$ cat src/rtl/spi_pkg.sv
// Shared types and helpers for the SPI master block.
// Latency: none (types and constant functions only).
// Backpressure: not applicable.
package spi_pkg;

  typedef enum logic [2:0] {
    IDLE,
    SETUP,
    TRANSFER,
    HOLD,
    DONE
  } spi_state_e;

  typedef struct packed {
    logic cpol;
    logic cpha;
  } spi_mode_t;

  // Width needed to count sclk edges 0..2*data_width inclusive.
  function automatic int edge_cnt_width(input int data_width);
    return $clog2(2 * data_width + 1);
  endfunction

endpackage

$ cat src/rtl/spi_clock_divider.sv
// Half-period counter: tick marks the last system clock of each sclk half-period.
// Latency: tick is combinational from the count; first tick HalfPeriod cycles after clear.
// Backpressure: none; counts only while enable is high, clear wins over enable.
module spi_clock_divider import spi_pkg::*; #(
  parameter int HalfPeriod = 2
) (
  input  logic clock,
  input  logic reset,
  input  logic enable,
  input  logic clear,
  output logic tick
);

  localparam int CntW = (HalfPeriod > 1) ? $clog2(HalfPeriod) : 1;
  localparam logic [CntW-1:0] Last = CntW'(HalfPeriod - 1);

  logic [CntW-1:0] count;

  // Wrapping 0..HalfPeriod-1 counter, restarted whenever the FSM changes state.
  always_ff @(posedge clock or posedge reset) begin
    if (reset) begin
      count <= '0;
    end else if (clear) begin
      count <= '0;
    end else if (enable) begin
      count <= (count == Last) ? '0 : count + 1'b1;
    end
  end

  assign tick = enable && (count == Last);

endmodule

$ cat src/rtl/spi_master.sv
// SPI master: one full-duplex MSB-first DataWidth-bit transfer per accepted start.
// Latency: busy for HalfPeriod*(2*DataWidth+2) cycles; rx_valid one cycle after that.
// Backpressure: start is only accepted in IDLE; starts while busy are dropped, not queued.
module spi_master import spi_pkg::*; #(
  parameter int DataWidth       = 8,
  parameter int NumberOfSlaves  = 1,
  parameter int HalfPeriod      = 2,
  parameter int SlaveIndexWidth = (NumberOfSlaves > 1) ? $clog2(NumberOfSlaves) : 1
) (
  input  logic                       clock,
  input  logic                       reset,
  input  logic                       start,
  input  logic [SlaveIndexWidth-1:0] slave_index,
  input  logic                       cpol,
  input  logic                       cpha,
  input  logic [DataWidth-1:0]       tx_data,
  output logic [DataWidth-1:0]       rx_data,
  output logic                       rx_valid,
  output logic                       busy,
  output logic                       start_error,
  output logic                       sclk,
  output logic                       mosi,
  input  logic [NumberOfSlaves-1:0]  miso,
  output logic [NumberOfSlaves-1:0]  nss
);

  localparam int EdgeW = edge_cnt_width(DataWidth);
  localparam logic [EdgeW-1:0] LastEdge = EdgeW'(2 * DataWidth);

  spi_state_e                 state, state_d;
  spi_mode_t                  mode;
  logic [SlaveIndexWidth-1:0] idx;
  logic [DataWidth-1:0]       tx_sh, rx_sh;
  logic [EdgeW-1:0]           edge_cnt, edge_nxt;
  logic                       tick, div_clear;
  logic                       idx_ok, accept;
  logic                       edge_go, edge_lead, do_sample, do_shift;

  assign idx_ok    = 32'(slave_index) < NumberOfSlaves;
  assign accept    = (state == IDLE) && start && idx_ok;
  assign busy      = (state == SETUP) || (state == TRANSFER) || (state == HOLD);
  assign div_clear = (state_d != state);

  spi_clock_divider #(.HalfPeriod(HalfPeriod)) u_div (
    .clock  (clock),
    .reset  (reset),
    .enable (busy),
    .clear  (div_clear),
    .tick   (tick)
  );

  // State register.
  always_ff @(posedge clock or posedge reset) begin
    if (reset) state <= IDLE;
    else       state <= state_d;
  end

  // Next-state logic; the transfer ends one half-period after the final edge.
  always_comb begin
    state_d = state;
    case (state)
      IDLE:     if (accept) state_d = SETUP;
      SETUP:    if (tick) state_d = TRANSFER;
      TRANSFER: if (tick && (edge_cnt == LastEdge)) state_d = HOLD;
      HOLD:     if (tick) state_d = DONE;
      DONE:     state_d = IDLE;
      default:  state_d = IDLE;
    endcase
  end

  // Edge decode: the tick ending SETUP produces edge 1, odd edges lead, even edges trail.
  always_comb begin
    edge_nxt  = edge_cnt + 1'b1;
    edge_go   = tick && ((state == SETUP) || ((state == TRANSFER) && (edge_cnt != LastEdge)));
    edge_lead = edge_nxt[0];
    do_sample = edge_go && (edge_lead != mode.cpha);
    do_shift  = edge_go && !do_sample && (edge_nxt != LastEdge);
  end

  // Datapath: request latch, sclk generation, shift registers, selects and result.
  always_ff @(posedge clock or posedge reset) begin
    if (reset) begin
      mode        <= '0;
      idx         <= '0;
      tx_sh       <= '0;
      rx_sh       <= '0;
      edge_cnt    <= '0;
      sclk        <= 1'b0;
      mosi        <= 1'b0;
      nss         <= '1;
      rx_data     <= '0;
      rx_valid    <= 1'b0;
      start_error <= 1'b0;
    end else begin
      rx_valid    <= 1'b0;
      start_error <= (state == IDLE) && start && !idx_ok;
      if (accept) begin
        mode     <= spi_mode_t'{cpol, cpha};
        idx      <= slave_index;
        rx_sh    <= '0;
        edge_cnt <= '0;
        sclk     <= cpol;
        nss      <= ~(NumberOfSlaves'(1) << slave_index);
        if (cpha) begin
          tx_sh <= tx_data;
        end else begin
          // Mode with cpha=0 presents the MSB before the first edge.
          mosi  <= tx_data[DataWidth-1];
          tx_sh <= tx_data << 1;
        end
      end
      if (edge_go) begin
        sclk     <= ~sclk;
        edge_cnt <= edge_nxt;
      end else if ((state == TRANSFER) && tick) begin
        sclk <= mode.cpol;
      end
      if (do_sample) rx_sh <= {rx_sh[DataWidth-2:0], miso[idx]};
      if (do_shift) begin
        mosi  <= tx_sh[DataWidth-1];
        tx_sh <= tx_sh << 1;
      end
      if ((state == HOLD) && tick) nss <= '1;
      if (state == DONE) begin
        rx_data  <= rx_sh;
        rx_valid <= 1'b1;
      end
    end
  end

  a_nss_onehot: assert property (@(posedge clock) disable iff (reset) $countones(~nss) <= 1);
  a_pulse_excl: assert property (@(posedge clock) disable iff (reset) !(rx_valid && start_error));

endmodule

$ cat config.mk
export PLATFORM = sky130hd
export DESIGN_NAME = spi_master
export DESIGN_NICKNAME = d
export VERILOG_FILES = /design/src/rtl/spi_pkg.sv /design/src/rtl/spi_clock_divider.sv /design/src/rtl/spi_master.sv
export SDC_FILE = /design/constraint.sdc
export NUM_CORES = 1
export LEC_CHECK = 0
export BUFFER_PORTS_ARGS = -buffer_cell sky130_fd_sc_hd__buf_2
export CAP_MARGIN = 40
export CORE_ASPECT_RATIO = 0.7
export CORE_MARGIN = 2
export CORE_UTILIZATION = 55
export DETAILED_ROUTE_END_ITERATION = 12
export GPL_ROUTABILITY_DRIVEN = 0
export GPL_TIMING_DRIVEN = 0
export PLACE_DENSITY = 0.77
export SYNTH_ARGS = -nofsm -noshare
export SYNTH_HDL_FRONTEND = slang
export SYNTH_SLANG_ARGS = --single-unit
$ cat constraint.sdc
create_clock -name clock -period 2.45 [get_ports clock]
set_input_delay 0.1225 -clock clock [delete_from_list [all_inputs] [get_ports clock]]
set_output_delay 0.1225 -clock clock [all_outputs]
set_load 0.02 [all_outputs]
==> results of run 1 <==
-- registers in the layout, summed over array words and instances (netlist names) --
signal and flops:
rx_sh 8, nss 1, sclk 1, tx_sh 8, mode 2, rx_valid 1
start_error 1, edge_cnt 5, u_div.count 1, state 3, rx_data 8, mosi 1
-- critical path: cells and delay by family, from the launching register on --
kind,cells,cell delay [ps]
buf+inv,2,310
fa+ha+maj,1,210
compound gates,1,280
simple gates,2,370
flops,1,470
mux,1,300
-- path summary, 6_finish.rpt --
check | startpoint | end | slack (ps)
worst max-delay path | edge_cnt[0] | rx_sh[6] | 410
worst min-delay path | reset | rx_data[4] | -10
worst max register to register | edge_cnt[0] | rx_sh[6] | 410
worst min register to register | sclk | sclk | 500
max in group asynchronous | reset | rx_data[3] | 1950
min in group clock | miso | rx_sh[0] | 60
-- routing by layer --
metal  part of all wire  wire length [µm]  global-route usage  vias up
li1                   -                 -                   -      682
met1               0.46              1810               0.251      692
met2               0.48              1870               0.341       34
met3              0.047               186              0.0710        7
met4              0.013                50              0.0818        0
met5                  0                 0                   0        -
-- cell usage after synthesis (all sizes together) --
master / n / area share
and3: 2 / 0.0062
inv: 14 / 0.026
and4bb: 1 / 0.0081
nand2b: 3 / 0.0093
or4b: 1 / 0.0050
and2: 2 / 0.0062
o2111ai: 1 / 0.013
mux2: 15 / 0.086
a32o: 1 / 0.0050
nor4b: 1 / 0.0043
nand4bb: 1 / 0.0056
a211oi: 2 / 0.0074
a21o: 1 / 0.0037
a22oi: 1 / 0.0037
nor2b: 5 / 0.016
nor2: 5 / 0.013
a31oi: 1 / 0.0031
o2bb2ai: 1 / 0.0043
o21ai: 11 / 0.033
buf: 4 / 0.012
ha: 2 / 0.012
nand3: 2 / 0.0050
a21oi: 5 / 0.012
o211a: 1 / 0.0050
dfrtp: 39 / 0.48
and2b: 1 / 0.0037
clkbuf: 4 / 0.0074
dfstp: 1 / 0.013
nand3b: 1 / 0.0037
nand2: 16 / 0.030
xor2: 5 / 0.022
o21bai: 1 / 0.0037
nor3: 5 / 0.015
and4b: 1 / 0.0050
mux2i: 19 / 0.094
a31o: 3 / 0.013
-- logic make-up (layout without fill, tap and decap cells) --
group | after synthesis | in the layout | share of synthesized area
and+or+nand+nor | 47 | 47 | 0.135
muxes | 34 | 34 | 0.180
buffers and inverters | 22 | 57 | 0.0459
adders and majority gates | 2 | 2 | 0.0124
AOI/OAI and AO/OA | 29 | 29 | 0.107
DFF | 40 | 40 | 0.497
xor gates and xnor gates | 5 | 5 | 0.0217
-- power by group --
group	leakage [nW]	total (W)	switching (W)	internal (W)
Clock	0.0541	0.000541	0.000240	0.000301
Sequential	0.521	0.00113	0.000204	0.000927
Combinational	0.616	0.00113	0.000620	0.000511
Total	1.19	0.00280	0.00106	0.00174
-- metrics by stage --
step	hold slack [ps]	cells	power (W)	cell area [µm²]
final	-14.2	264	0.00280	2320
after global routing	46.4	264	0.00299	2320
after CTS	18.1	264	0.00282	2320
after detailed placement	338	256	0.00228	2210
after global placement	360	256	0.00220	2210
after floorplan	250	179	0.00198	2020
-- final cells by class --
| cell class | instances | area share |
|---|---|---|
| Timing Repair Buffer | 27 | 0.0581 |
| Inverter | 14 | 0.0226 |
| Buffer | 8 | 0.0172 |
| Multi-Input combinational cell | 117 | 0.396 |
| Tap cell | 50 | 0.0269 |
| Clock buffer | 5 | 0.0296 |
| Sequential cell | 40 | 0.431 |
| Clock inverter | 3 | 0.0183 |
==> flow_summary.yaml, run 1 <==
sta:
  fmax_mhz: 489
  tns_ps: 0
  period_minus_slack_ps: 2040
  whs_ps: -14.2
  skew_ps: 5.54
  hold_violations: 39
  worstMarginPinSlew_ps: 821
  period_share: 0.834
  setup_viol: 0
  slew_viol_final: 0
  fin_ws_ps: 406
  grt_setup_unrepaired: "no"
  slew_headroom: 0.452
setup_path:
  worstSetupStartpointType: "flip-flop"
  reg2reg_depth: 7
  endpoint_kind: "flip-flop"
  crit_type: "reg2reg"
  worstPathRequired_ps: 2640
  critPathSlowestCell: "dfrtp_1"
  worst_path_largest_cell_delay_ps: 470
  critPathArrivalTime_ps: 2230
  worstPathCellList: "inv_1 > ha_1 > and4bb_4 > o21ai_4 > nand4bb_1 > buf_4 > mux2_4"
  critPathMaxFanout: 8
floorplanning:
  initial_utilization: 0.574
  fp.dieW_um: 76.4
  die_height_um: 54.7
  core_area_mm2: 0.00351
  ioPinCount: 29
  std_cell_rows: 18
  dieArea_mm2: 0.00417
drt:
  viasPerCell: 5.36
  wl_per_cell_um: 14.8
  num_vias: 1415
  drt_iter0_markers: 92
  firstDrtPassIters: 4
  ant_nets: 0
  routed_wl_um: 3920
  drc: 0
grt:
  grt_max_degree: 41
  grt_pass1_wl_um: 6420
  antenna_found_initial: 0
  overflow: 0
  grt_usage: 0.204
  grt_pass1_vias: 1366
final_layout:
  final_layout_size_suffix_gt1_frac: 0.294
  final_cell_mix: "dfrtp_1 (39), buf_2 (29), mux2i_1 (19), nand2_1 (16)"
  final_core_util: 0.662
  final_common_cell: "dfrtp_1"
  multi_input_comb_area_um2: 921
  num_antenna_cells: 0
  n_fill_cell: 292
  syn2layout_area_growth_pct: 15.3
  nets: 230
  seq_area_mm2: 0.00100
yosys:
  ys_types: 43
  synth_fp_nets: 196
  yosysWarnings: 0
  syn-instance-count: 179
  syn-cell-area_mm2: 0.00202
  synth_seq_cells: 40
  seq_area_frac_synth: 0.497
  synth_area_per_cell_um2: 11.3
outcome:
  status: "finished with violations"
  violations: "negative hold slack"
power:
  cellPowerDensity_mw_per_mm2: 1210
  ir_drop_mv: 0.610
  cellLeakagePower_nw: 1.19
placed_design:
  io_buffers: 27
  place_hpwl_um: 2800
  place_ws_ps: 421
cts:
  cts_tree: "yes"
  clkTransAtPathRegs_ps: 80
  cts_buffers: 5
  clockBufferDepth: 2
  post_cts_resized: 0
  cts_hold_buf: 0
  cts.sinks: 40
  cts_root_buffer: "clkbuf_8"
  htree_levels: 2
  clk_latency_ps: 300
  post-cts-setup-buffer-count: 0
job:
  drv_cap: 0
worst_hold_path:
  hold_class: "in2async"
Power figures use the tool's default switching activity.
==> run 2, diff against run 1 <==
CORE_UTILIZATION = 51   (was 55)
PLACE_DENSITY = 0.75   (was 0.77)
clock period = 1.75 ns   (was 2.45 ns; I/O delays follow)
==> flow_summary.yaml, run 2 (same netlist as run 1, synthesis figures left out) <==
cts:
  cts.sinks: 40
  clkTransAtPathRegs_ps: 70
  clk_latency_ps: 290
  cts_buffers: 5
  cts_tree: "yes"
  htree_levels: 2
  cts_root_buffer: "clkbuf_8"
  clockBufferDepth: 2
floorplanning:
  die_height_um: 56.6
  std_cell_rows: 19
  initial_utilization: 0.523
  fp.dieW_um: 79.1
  ioPinCount: 29
  core_area_mm2: 0.00385
  dieArea_mm2: 0.00448
drt:
  viasPerCell: 5.37
  drt_iter0_markers: 112
  routed.top_layer: "met4"
  firstDrtPassIters: 4
  wl_met1_um: 2290
  drc: 0
  wl_met2_um: 2130
  num_vias: 1552
  routed_wl_um: 4670
  wl_per_cell_um: 16.2
  dr_wl_met3_um: 196
  ant_nets: 0
final_layout:
  final_layout_size_suffix_gt1_frac: 0.443
  n_fill_cell: 307
  layoutNonFillerInstCount: 289
  nets: 253
  final_common_cell: "dfrtp_1"
  final_cell_mix: "dfrtp_1 (35), buf_2 (27), mux2i_1 (19), nand2_1 (15), mux2_2 (13)"
  largestRegisters: "rx_data (8), rx_sh (8), tx_sh (8)"
  num_antenna_cells: 0
  syn2layout_area_growth_pct: 33.2
setup_path:
  worstPathRequired_ps: 1930
  worstSetupEndpoint: "mosi"
  critPathArrivalTime_ps: 2060
  worstPathCellList: "or4b_4 > nor3_4 > mux2_4 > mux2_2"
  critPathSlowestCell: "or4b_4"
  crit_type: "reg2reg"
  endpoint_kind: "flip-flop"
  critPathLaunch: "state[0]"
  worstReg2RegStart: "state[0]"
  reg2reg_depth: 4
  worst_path_largest_cell_delay_ps: 580
  worstSetupStartpointType: "flip-flop"
  reg2reg_slack_ps: -130
  reg2reg_to: "mosi"
  critPathMaxFanout: 3
sta:
  grt_setup_unrepaired: "yes"
  slew_viol_final: 0
  worstMarginPinSlew_ps: 697
  tns_ps: -1070
  period_share: 1.08
  skew_ps: 3.20
  period_minus_slack_ps: 1880
  hold_violations: 0
  setup_viol: 19
  fmax_mhz: 532
  fin_ws_ps: -131
  slew_headroom: 0.535
worst_hold_path:
  hold_class: "in2reg"
grt:
  grt_pass1_wl_um: 7040
  overflow: 0
  grt_usage: 0.205
  grt_max_degree: 31
  grt_pass1_vias: 1439
  antenna_found_initial: 0
power:
  cellLeakagePower_nw: 1.36
  ir_drop_mv: 0.961
  cellPowerDensity_mw_per_mm2: 1720
  p_total_w: 0.00463
outcome:
  violations: "negative setup slack"
  status: "finished with violations"
job:
  drv_cap: 0
placed_design:
  dp_cells: 259
  place_hpwl_um: 2750
  place_ws_ps: -287
  io_buffers: 27
==> run 2: area by class of cell <==
type                       instances  area (µm²)  share of cell area
clock buffer                       6        72.6              0.0270
inverter                          14        52.6              0.0196
sequential                        40        1010               0.375
timing repair buffer              50         365               0.136
multi-input combinational        118        1030               0.385
tap                               52        65.1              0.0242
clock inverter                     2        35.0              0.0130
buffer                             7        53.8              0.0200
==> run 2: power by group <==
part	leakage, nW	internal (W)	total, W	switching [W]
Combinational	0.785	0.00116	0.00233	0.00118
Sequential	0.516	0.00131	0.00156	0.000252
Clock	0.0552	0.000423	0.000734	0.000311
Total	1.36	0.00289	0.00463	0.00174
==> run 2: worst min-delay path by stage <==
stage	depth (start not counted)	start	slack, ps	end
after floorplan	2	miso	210	rx_sh[0]
after global placement	3	miso	330	rx_sh[0]
after global routing	3	miso	40	rx_sh[0]
after detailed placement	2	reset	40	state[2]
final	3	miso	30	rx_sh[0]
after CTS	3	miso	20	rx_sh[0]
==> run 2: metal layers <==
layer	up-vias	track usage
met5	-	0
met4	0	0.0517
met3	7	0.0450
met2	35	0.306
met1	767	0.305
li1	743	-
==> run 2: metrics by stage <==
stage          hold WS, ps  area, µm²   util
4_1_cts               22.2       2540  0.659
6_report              28.2       2690  0.697
2_1_floorplan          215       2020      -
3_5_place_dp          42.6       2240  0.582
3_3_place_gp           327       2220  0.577
5_1_grt               43.1       2690  0.697
==> run 2: what timing repair did <==
item | 4_1_cts | 5_1_grt
resized for setup | 23 | 27
buffers inserted | 16 | 4
pin swaps | 5 | 6
hold buffers | 1 | 0
setup endpoints to repair | 24 | 34
endpoints found under the hold margin | 10 | 0
gates cloned | 0 | 2
==> run 2: critical path, delay by kind of cell, from the launching register on <==
kind	cells	cell delay [ps]
DFF	1	420
muxes	2	570
and+or+nand+nor	2	780
